[config.mk]
export PLATFORM = sky130hd
export DESIGN_NAME = pool_flatten_buf
export DESIGN_NICKNAME = d
export VERILOG_FILES = /design/src/rtl/conv_pkg.sv /design/src/rtl/pool_buf_mem.sv /design/src/rtl/pool_flatten_buf.sv
export SDC_FILE = /design/constraint.sdc
export NUM_CORES = 1
export LEC_CHECK = 0
export CAP_MARGIN = 20
export CORE_UTILIZATION = 45
export DETAILED_ROUTE_END_ITERATION = 8
export PLACE_DENSITY_LB_ADDON = 0.15
export SLEW_MARGIN = 20
export SYNTH_ARGS = -nofsm -noshare
export SYNTH_HDL_FRONTEND = slang
export SYNTH_SLANG_ARGS = --single-unit
[constraint.sdc]
create_clock -name clk -period 12.4 [get_ports clk]
set_input_delay 2.48 -clock clk [delete_from_list [all_inputs] [get_ports clk]]
set_output_delay 2.48 -clock clk [all_outputs]
set_load 0.1 [all_outputs]
[src/rtl/conv_pkg.sv]
// Shared constants and types for the conv-output capture / flatten path.
package conv_pkg;

    localparam int CO_DEF      = 3;
    localparam int BW_DEF      = 32;
    localparam int FM_SIZE_DEF = 4;
    localparam int DEPTH_DEF   = FM_SIZE_DEF * FM_SIZE_DEF;
    localparam int TOTAL_DEF   = CO_DEF * DEPTH_DEF;

    // Counter width that never collapses to zero bits for degenerate sizes
    function automatic int clog2_min1(input int n);
        return (n > 1) ? $clog2(n) : 1;
    endfunction

    localparam int POS_W_DEF  = clog2_min1(DEPTH_DEF);
    localparam int LANE_W_DEF = clog2_min1(CO_DEF);
    localparam int IDX_W_DEF  = clog2_min1(TOTAL_DEF);

    typedef enum logic [1:0] {
        IDLE  = 2'd0,
        FILL  = 2'd1,
        DRAIN = 2'd2
    } state_e;

endpackage

[src/rtl/pool_buf_mem.sv]
// CO-lane frame buffer: full-width write per position, registered single-lane read.
module pool_buf_mem #(
    parameter int CO    = 3,
    parameter int BW    = 32,
    parameter int DEPTH = 16,
    parameter int AW    = 4,
    parameter int LW    = 2
) (
    input  logic             clk,
    input  logic             rst,
    input  logic             wr_en_i,
    input  logic [AW-1:0]    wr_addr_i,
    input  logic [CO*BW-1:0] wr_data_i,
    input  logic             rd_en_i,
    input  logic [AW-1:0]    rd_addr_i,
    input  logic [LW-1:0]    rd_lane_i,
    output logic [BW-1:0]    rd_data_o
);

    logic [CO*BW-1:0] mem_q [DEPTH];
    logic [BW-1:0]    rd_data_q;

    // Storage array: no reset, contents are only meaningful after a fill
    always_ff @(posedge clk) begin
        if (wr_en_i) begin
            mem_q[wr_addr_i] <= wr_data_i;
        end
    end

    // Read register holds its value until the next read strobe
    always_ff @(posedge clk) begin
        if (rst) begin
            rd_data_q <= '0;
        end else if (rd_en_i) begin
            rd_data_q <= mem_q[rd_addr_i][rd_lane_i*BW +: BW];
        end
    end

    assign rd_data_o = rd_data_q;

endmodule

[src/rtl/pool_flatten_buf.sv]
// Captures a CO-channel pooled frame and replays it as a flattened valid/ready stream.
// Build option POOLBUF_HWC_ORDER_EN selects position-major drain order.
module pool_flatten_buf
    import conv_pkg::*;
#(
    parameter int CO      = CO_DEF,
    parameter int BW      = BW_DEF,
    parameter int FM_SIZE = FM_SIZE_DEF
) (
    input  logic             clk,
    input  logic             rst,
    input  logic [CO*BW-1:0] i_data,
    input  logic             i_valid,
    input  logic             i_end,
    output logic [BW-1:0]    o_data,
    output logic             o_valid,
    output logic             o_last,
    input  logic             i_ready,
    output logic             o_busy,
    output logic             o_err
);

    localparam int DEPTH  = FM_SIZE * FM_SIZE;
    localparam int TOTAL  = CO * DEPTH;
    localparam int POS_W  = clog2_min1(DEPTH);
    localparam int LANE_W = clog2_min1(CO);
    localparam int IDX_W  = clog2_min1(TOTAL);

    localparam logic [POS_W-1:0]  POS_LAST  = POS_W'(DEPTH - 1);
    localparam logic [LANE_W-1:0] LANE_LAST = LANE_W'(CO - 1);
    localparam logic [IDX_W-1:0]  IDX_LAST  = IDX_W'(TOTAL - 1);

    state_e             state_q, state_d;
    logic [POS_W-1:0]   wcnt_q, wcnt_d;
    logic [IDX_W-1:0]   rcnt_q, rcnt_d;
    logic [POS_W-1:0]   rpos_q, rpos_d;
    logic [LANE_W-1:0]  rch_q, rch_d;
    logic               o_valid_q, o_valid_d;
    logic               o_last_q, o_last_d;
    logic               o_busy_q, o_busy_d;
    logic               o_err_q, o_err_d;
    logic               wr_en_s;
    logic               rd_en_s;

    // Next-state, counters and error flag
    always_comb begin
        state_d   = state_q;
        wcnt_d    = wcnt_q;
        rcnt_d    = rcnt_q;
        rpos_d    = rpos_q;
        rch_d     = rch_q;
        o_valid_d = o_valid_q;
        o_last_d  = o_last_q;
        o_err_d   = o_err_q;
        wr_en_s   = 1'b0;
        rd_en_s   = 1'b0;

        case (state_q)
            IDLE, FILL: begin
                if (i_valid) begin
                    wr_en_s = 1'b1;
                    if (wcnt_q == POS_LAST) begin
                        state_d = DRAIN;
                        wcnt_d  = '0;
                        o_err_d = o_err_q | ~i_end;
                    end else begin
                        state_d = FILL;
                        wcnt_d  = wcnt_q + POS_W'(1);
                        o_err_d = o_err_q | i_end;
                    end
                end else begin
                    state_d = state_q;
                end
            end
            DRAIN: begin
                // Upstream is not stalled, so anything arriving now is lost
                o_err_d = o_err_q | i_valid;
                if (!o_valid_q) begin
                    rd_en_s = 1'b1;
                end else if (i_ready) begin
                    if (o_last_q) begin
                        state_d   = IDLE;
                        o_valid_d = 1'b0;
                        o_last_d  = 1'b0;
                        rcnt_d    = '0;
                        rpos_d    = '0;
                        rch_d     = '0;
                    end else begin
                        rd_en_s = 1'b1;
                    end
                end else begin
                    rd_en_s = 1'b0;
                end
            end
            default: begin
                state_d = IDLE;
            end
        endcase

        if (rd_en_s) begin
            o_valid_d = 1'b1;
            o_last_d  = (rcnt_q == IDX_LAST);
            rcnt_d    = rcnt_q + IDX_W'(1);
`ifdef POOLBUF_HWC_ORDER_EN
            if (rch_q == LANE_LAST) begin
                rch_d  = '0;
                rpos_d = rpos_q + POS_W'(1);
            end else begin
                rch_d  = rch_q + LANE_W'(1);
            end
`else
            if (rpos_q == POS_LAST) begin
                rpos_d = '0;
                rch_d  = rch_q + LANE_W'(1);
            end else begin
                rpos_d = rpos_q + POS_W'(1);
            end
`endif
        end else begin
            rcnt_d = rcnt_d;
        end

        o_busy_d = (state_d != IDLE);
    end

    // State and output registers
    always_ff @(posedge clk) begin
        if (rst) begin
            state_q   <= IDLE;
            wcnt_q    <= '0;
            rcnt_q    <= '0;
            rpos_q    <= '0;
            rch_q     <= '0;
            o_valid_q <= 1'b0;
            o_last_q  <= 1'b0;
            o_busy_q  <= 1'b0;
            o_err_q   <= 1'b0;
        end else begin
            state_q   <= state_d;
            wcnt_q    <= wcnt_d;
            rcnt_q    <= rcnt_d;
            rpos_q    <= rpos_d;
            rch_q     <= rch_d;
            o_valid_q <= o_valid_d;
            o_last_q  <= o_last_d;
            o_busy_q  <= o_busy_d;
            o_err_q   <= o_err_d;
        end
    end

    pool_buf_mem #(
        .CO    (CO),
        .BW    (BW),
        .DEPTH (DEPTH),
        .AW    (POS_W),
        .LW    (LANE_W)
    ) u_mem (
        .clk       (clk),
        .rst       (rst),
        .wr_en_i   (wr_en_s),
        .wr_addr_i (wcnt_q),
        .wr_data_i (i_data),
        .rd_en_i   (rd_en_s),
        .rd_addr_i (rpos_q),
        .rd_lane_i (rch_q),
        .rd_data_o (o_data)
    );

    assign o_valid = o_valid_q;
    assign o_last  = o_last_q;
    assign o_busy  = o_busy_q;
    assign o_err   = o_err_q;

endmodule

# After elaboration in Yosys (flattened, before gate mapping)
# Memory sizes are Yosys's and may differ from the RTL's. A register that Yosys moved wholly into a read port is not among the register bits.
# Cells that the tools add are included.
[totals]
regBits = 54
n_memories = 1
mem_bits_rw = 1536
rom_bits = 0
elab_cells = 83
latchBits = 0
out_inout_bits = 36
[memory_table]
columns = ["memory", "depth", "width", "rd", "rd_ports_with_merged_regs", "wr", "line", "source"]
rows = [
  ["u_mem.mem_q", 16, 96, 1, 1, 1, "pool_buf_mem.sv:20", "logic [CO*BW-1:0] mem_q [DEPTH];"],
]
[classes]
n_mux = 45
div = 0
n_reduce_logical = 12
eq_ne = 6
n_lt_le_gt_ge = 0
n_addsub = 4
mul = 0
shift = 1
bitwise_logic = 4
[op_table]
columns = ["op", "n"]
rows = [
  ["96-bit by 8-bit variable part select with 32-bit output", 1],
  ["4-bit 2-to-1 mux", 9],
  ["6-bit 2-to-1 mux", 5],
  ["2-bit 2-to-1 mux", 11],
  ["1-bit 2-to-1 mux", 18],
  ["2-bit nonzero test", 6],
  ["4-bit by 1-bit adder with 4-bit output, second input constant", 2],
  ["4-bit equality test, second input constant", 2],
  ["6-bit by 1-bit adder with 6-bit output, second input constant", 1],
  ["6-bit equality test, second input constant", 1],
  ["2-bit one-hot mux with 2 select lines", 1],
  ["2-bit AND reduction", 2],
  ["4-bit AND reduction", 1],
  ["1-bit OR", 3],
  ["3-bit AND reduction", 1],
  ["2-bit by 1-bit adder with 2-bit output, second input constant", 1],
  ["2-bit by 1-bit equality test with 1-bit output, second input constant", 1],
  ["2-bit equality test, second input constant", 1],
  ["2-bit zero test", 1],
  ["2-bit != test, second input constant", 1],
  ["1-bit one-hot mux with 2 select lines", 1],
  ["2-bit OR reduction", 1],
  ["1-bit inverter", 1],
]

# Logic depth before layout (Yosys ltp)
# Gate-level depths: netlist of the first run.
[depth]
word_depth = 8
mapped_depth = 9
mapped_depth_nobuf = 6

# Hierarchy
# Synthesis of the first run repeated with hierarchy kept, for this count alone.
[unflattened]
hier_cells = 2962
hier_area_um2 = 61285.0
[by_module_without_submodules]
columns = ["module", "area_per_inst_um2", "seq_area_each_um2", "cells_per_inst", "n_inst"]
rows = [
  ["pool_buf_mem", 60265.3, 46764.9, 2846, 1],
  ["pool_flatten_buf", 1019.7, 440.4, 116, 1],
]

# Least setup slack after synthesis of the first run
# No wires, ideal clock.
[synth_path]
path_kind = "input port to flip-flop"
from = "input port i_valid"
to = "memory u_mem.mem_q[15][0] (netlist name), enable pin"
arrival_time_ps = 10019
cell_stages = 3
path_slack_ps = 1685
required_ps = 11704
cell_sequence = "nor2b_1 > clkbuf_1 > nor3b_1"
[synth_via]
elab_chain_len = 4
[synth_rtl]
columns = ["element", "line", "source"]
rows = [
  ["start, declared", "pool_flatten_buf.sv:13", "input logic i_valid,"],
  ["1-bit 2-to-1 mux", "pool_flatten_buf.sv:60", "if (i_valid) begin"],
  ["1-bit 2-to-1 mux", "pool_flatten_buf.sv:58", "case (state_q)"],
  ["1-bit 2-to-1 mux", "pool_buf_mem.sv:25", "if (wr_en_i) begin"],
  ["1-bit 2-to-1 mux (implied by the code)", "pool_buf_mem.sv:26", "mem_q[wr_addr_i] <= wr_data_i;"],
  ["end, declared", "pool_buf_mem.sv:20", ""],
]
# No other way between the ends.

# Final worst setup path of the first run
[layout_path]
from = "input port i_valid"
to = "memory u_mem.mem_q[5][35] (netlist name), enable pin"
# The elaborated chain is that of the path after synthesis.

==> impl_metrics.tcl, run 1 <==
set metrics [dict create \
    synthFlopType "edfxtp_1" \
    drc 0 \
    regToRegSetupSlack_ns 8.28 \
    hold_path_class "reg -> reg" \
    netlist_area_sq_um 61100 \
    worstSetupStartpointType "input pin" \
    antenna_found_initial 10 \
    clk_latency_ns 0.78 \
    grt_pass1_wl_um 219000 \
    fin_skew_ns 0.0334 \
    powerDensity_nw_per_um2 157 \
    synth_cell_type_count 51 \
    cts_tree "yes" \
    ir_worst_vdd_uv 130 \
    fin_ws_ns 6.73 \
    clock-sinks 1594 \
    nets 3132 \
    clkPwrFrac_pct 43.3 \
    cts-resized-gates 0 \
    p_sw_share_pct 20.0 \
    fin_crit_sh_pct 45.7 \
    die_area_sq_um 137000 \
    ys.warnings.count 0 \
    dr.pass1.iters 5 \
    internal_power_mw 8.77 \
    finish.utilization_pct 51.9 \
    vias 29704 \
    overflow 0 \
    area_growth_pct 13.9 \
    place_area_sq_um 64400 \
    io_pins 137 \
    clock-root-buffer "clkbuf_16" \
    post_cts_buffers 0 \
    fmax_mhz 176 \
    switching_power_mw 2.19 \
    p_comb_share_pct 2.2 \
    die_y_um 371 \
    layout-drive-gt1-share_pct 20.1 \
    wl_um 153000 \
    async_flop_share_pct 0 \
    cpMaxStageDelayCell "buf_4" \
    slew_headroom_pct 21.1 \
    setup_viol 0 \
    finalInstanceArea_sq_um 69600 \
    cp_cell_sequence "clkdlybuf4s50_1 > nor2b_1 > nand2_1 > nor2_4 > buf_4 > buf_4" \
    cap_violations 0 \
    post-synth-top-count-cell "edfxtp_1" \
    synth-edff-count 1536 \
    grt_usage_pct 22.4 \
    yosysTopAreaCell "edfxtp_1" \
    syn_inst 2821 \
    pre_cts_ws_ns 6.00 \
    crit_top_cell "buf_4" \
    syn_avg_cell_area_sq_um 21.7 \
    synth_top_cell_area_share_pct 75.4 \
    pwr-share-seq_pct 54.6 \
    status "complete, no violations" \
    grt_pass1_vias 30646 \
    hold_buffers 0 \
    die_w_um 371 \
    drv_slew 0 \
    synth_seq_area_share_pct 77.3 \
    cp_data_required_time_ns 12.78 \
    numCtsBuffers 163 \
    rows 134 \
    tns_ns 0 \
    rsz0062_at_grt "false" \
    max_stage_delay_ns 0.94 \
    ys_seq_elements 1594 \
    yosys-top-cells-area "edfxtp_1, mux4_2, mux2i_1" \
    port_buffers 136 \
    path_clk_slew_ns 0.06 \
    crit_path_max_fanout 58 \
    cp_data_arrival_time_ns 6.06 \
    max_slew.worst_pin.slew_ns 1.18 \
    place.gp.congestion 0.800 \
    ant_nets 0 \
    fin_crit_ns 5.67 \
    synthTopCellsByCount "edfxtp_1, mux4_2, mux2i_1" \
    drt_iter0_drc 2941 \
    dp.final_hpwl_um 86600 \
    wire_per_inst_um 30.9 \
    clockBufferDepth 3 \
    end_kind "flop" \
    vias_per_cell 6.02 \
    leakage_nw 20.7 \
    start_util_pct 45.6 \
    cts_max_level 4 \
    path_class "in -> reg" \
    synthesis.nets 2928 \
    finalHoldViolations 0 \
    core_area_sq_um 134000 \
    grt_start_max_net_pins 126 \
]
logic make-up (layout without fill, tap and decap cells):
family                     Yosys count  in the layout  share of synthesized area (%)
DFF                               1594           1594                           77.3
muxes                              555            555                           15.5
AOI/OAI and AO/OA                  259            259                           3.35
and+or+nand+nor                    212            212                           1.75
buffers and inverters              186            528                           1.77
xor gates and xnor gates             9              9                          0.129
adders and majority gates            6              6                          0.123
other                                0              4                              0
metrics by stage:
stage                     power, mW  hold slack [ns]  instances
after floorplan                6.18            0.458       2821
after global placement         6.32            0.441       4628
after detailed placement       6.34            0.442       4628
after CTS                      11.1            0.451       4931
after global routing           11.3            0.478       4931
final                          11.0            0.450       4935
routing by layer:
layer	routed length [um]	vias up	global-route usage, %
met4	3840	12	6.67
met3	8640	238	3.81
li1	-	12401	-
met5	80	-	0
met2	77200	1034	37.8
met1	63000	16019	30.0
power by group through the flow:
| stage | clock network (mW) | logic, mW | registers, mW |
|---|---|---|---|
| after detailed placement | 0 | 0.241 | 6.10 |
| after global routing | 5.02 | 0.254 | 5.98 |
| after floorplan | 0 | 0.0745 | 6.11 |
| after CTS | 4.83 | 0.241 | 5.98 |
| final | 4.74 | 0.238 | 5.98 |
| after global placement | 0 | 0.232 | 6.09 |
worst paths after layout:
check / start / depth (start not counted) / endpoint
max: i_valid / 6 / u_mem.mem_q[5][35]$_DFFE_PP_
min: o_err$_SDFFE_PP0P_ / 2 / o_err$_SDFFE_PP0P_
max reg2reg: flop / 7 / u_mem.rd_data_o[15]$_SDFFE_PP0P_
min reg2reg: o_err$_SDFFE_PP0P_ / 2 / o_err$_SDFFE_PP0P_
sequential cells by signal (all words and copies together), names as in the netlist, named ones only:
name,cells
rch_q,2
rcnt_q,6
u_mem.rd_data_o,32
wcnt_q,4
o_valid,1
o_busy,1
o_last,1
o_err,1
u_mem.mem_q,1536
state_q,2
rpos_q,4
layout by cell type (no fill, tap or decap), drive strengths merged, types with 6 or more instances in the layout:
| cell type | netlist | final |
|---|---|---|
| dfxtp | 58 | 58 |
| a221o | 9 | 9 |
| xor2 | 8 | 8 |
| o211a | 15 | 15 |
| bufinv | 0 | 9 |
| mux4 | 315 | 315 |
| a21oi | 12 | 12 |
| nor3 | 56 | 56 |
| nor4 | 29 | 29 |
| nand3 | 8 | 8 |
| o32ai | 15 | 15 |
| mux2i | 240 | 240 |
| buf | 98 | 67 |
| nor2 | 58 | 58 |
| a211o | 15 | 15 |
| nand2 | 23 | 23 |
| inv | 22 | 26 |
| clkdlybuf4s50 | 0 | 135 |
| clkinv | 1 | 63 |
| a21o | 15 | 15 |
| edfxtp | 1536 | 1536 |
| clkbuf | 65 | 223 |
| ha | 6 | 6 |
| or2 | 19 | 19 |
| o22ai | 45 | 45 |
| a221oi | 90 | 90 |
| o21ai | 9 | 9 |
| a22oi | 20 | 20 |
worst max-delay path: cells and delay by family:
kind,cells,cell delay [ns]
buffers and inverters,3,2.03
AND/OR/NAND/NOR,3,1.44
cell type report:
class	count	area, sq um
diodes	4	10.0
clock buffers	223	4510
clock inverters	80	683
fillers	10416	64500
inverters	23	86.3
multi-input cells	1041	12900
flip-flops and latches	1594	47300
well taps	1768	2210
repair buffers	202	1910
No activity file was read; power rests on OpenSTA's default activity.
==> run 2: changes to the inputs <==
Clock period 12.4 ns to 4.56 ns, I/O delays scaled along.
==> run 2 against run 1 <==
Clock power rose to 2.7 times the previous value; global-route usage down 0.12 points; core utilization up 0.42 points; first-iteration DRC count rose by 3.7%; final area increased by 0.82%; sequential power increased to 2.7 times the previous value; worst hold slack better by 0.0013 ns; non-clock buffer count up 17; sequential share of layout area decreased by 0.55 points; power increased to 2.7 times the previous value; register-to-register slack lost 6.9 ns; combinational power rose to 2.8 times the previous value.
==> impl_metrics.tcl, run 2 (synthesized netlist as in run 1, its figures left out) <==
set metrics [dict create \
    numCtsBuffers 164 \
    rsz0062_at_grt "false" \
    cts-resized-gates 0 \
    max_stage_delay_ns 1.23 \
    fin_skew_ns 0.0405 \
    port_buffers 136 \
    cap_violations 0 \
    clk_latency_ns 0.80 \
    fin_crit_ns 3.48 \
    cp_cell_sequence "clkdlybuf4s50_1" \
    place.gp.congestion 0.811 \
    path_class "reg -> out" \
    die_w_um 371 \
    io_pins 137 \
    drc 0 \
    clock-sinks 1594 \
    finalInstanceArea_sq_um 70200 \
    rows 134 \
    cp_data_arrival_time_ns 2.56 \
    dp.final_hpwl_um 87200 \
    critPathBufInv 1 \
    start_util_pct 45.6 \
    vias 29672 \
    ant_nets 0 \
    leakage_nw 20.9 \
    hold_path_class "reg -> reg" \
    end_kind "primary output" \
    die_area_sq_um 137000 \
    regToRegSetupSlack_ns 1.43 \
    layout_commonest_cell "edfxtp_1" \
    powerDensity_nw_per_um2 426 \
    largest_reg_flops 1536 \
    core_area_sq_um 134000 \
    tns_ns 0 \
    dr.pass1.iters 8 \
    clockBufferDepth 3 \
    nets 3150 \
    cpMaxStageDelayCell "clkdlybuf4s50_1" \
    antenna_found_initial 4 \
    cts_max_level 4 \
    finalHoldViolations 0 \
    worstSetupStartpointType "flop" \
    place_area_sq_um 65000 \
    layout-drive-gt1-share_pct 20.5 \
    path_clk_slew_ns 0.06 \
    wire_per_inst_um 30.5 \
    regMostFlops "u_mem.mem_q" \
    status "complete, no violations" \
    die_y_um 371 \
    grt_pass1_wl_um 220000 \
    drv_slew 0 \
    cp_data_required_time_ns 3.65 \
    cts_tree "yes" \
    grt_pass1_vias 30894 \
    cp_top_family "buffers and inverters" \
    ir_worst_vdd_uv 391 \
    slew_headroom_pct 31.9 \
    overflow 0 \
    drt_iter0_drc 3050 \
    hold_buffers 0 \
    post_cts_buffers 0 \
    grt_usage_pct 22.3 \
    setup_viol 0 \
    crit_path_max_fanout 2 \
    area_growth_pct 14.8 \
    clock-root-buffer "clkbuf_16" \
    final_cell_mix "edfxtp_1, mux4_2, mux2i_1" \
    grt_start_max_net_pins 85 \
    wl_um 151000 \
    vias_per_cell 5.99 \
    fmax_mhz 288 \
    fin_crit_sh_pct 76.2 \
    max_slew.worst_pin.slew_ns 1.02 \
]
-- run 2: area by class of cell --
type	count	area (sq um)
multi-input cells	1041	13000
inverters	23	86.3
well taps	1768	2210
diodes	2	5.00
repair buffers	219	2430
fillers	10438	63900
clock buffers	209	4360
flip-flops and latches	1594	47300
clock inverters	97	852
-- run 2: worst reg2reg max path, cell delays in order (launching register included) --
cell and delay, ns:
dfxtp_4 0.60, buf_12 0.39, buf_4 0.37, mux4_2 0.54, mux2i_1 0.58, o211a_1 0.23
o32ai_1 0.07, or2_1 0.22
-- run 2: path summary, 6_finish.rpt --
check | startpoint | to | depth (start not counted)
worst max-delay path | u_mem.rd_data_o[16]$_SDFFE_PP0P_ | o_data[16] | 1
worst min-delay path | o_err$_SDFFE_PP0P_ | o_err$_SDFFE_PP0P_ | 2
worst max register to register | flop | u_mem.rd_data_o[4]$_SDFFE_PP0P_ | 7
worst min register to register | o_err$_SDFFE_PP0P_ | o_err$_SDFFE_PP0P_ | 2
-- run 2: stage by stage --
stage	total power, mW	setup WS (ns)	utilization (%)	hold WS [ns]	cells
after floorplan	16.8	-1.47	-	0.458	2821
after global placement	17.2	1.11	48.4	0.440	4644
after detailed placement	17.3	1.11	48.5	0.445	4645
after CTS	30.2	1.05	52.3	0.455	4951
after global routing	30.8	1.04	52.3	0.474	4951
final	29.9	1.08	52.3	0.452	4953
-- run 2: report_power, final --
part           switching (mW)  total, mW  internal, mW
clock                    5.58       12.9          7.37
combinational           0.477      0.668         0.191
sequential             0.0365       16.3          16.2
total                    6.09       29.9          23.8
-- run 2: metal layers --
layer	global-route usage (%)	wire length, um	vias to the layer above
met2	37.3	76100	1043
met4	7.22	4140	2
met3	3.62	8480	211
met5	0	13	-
met1	30.0	62200	15982
li1	-	-	12434
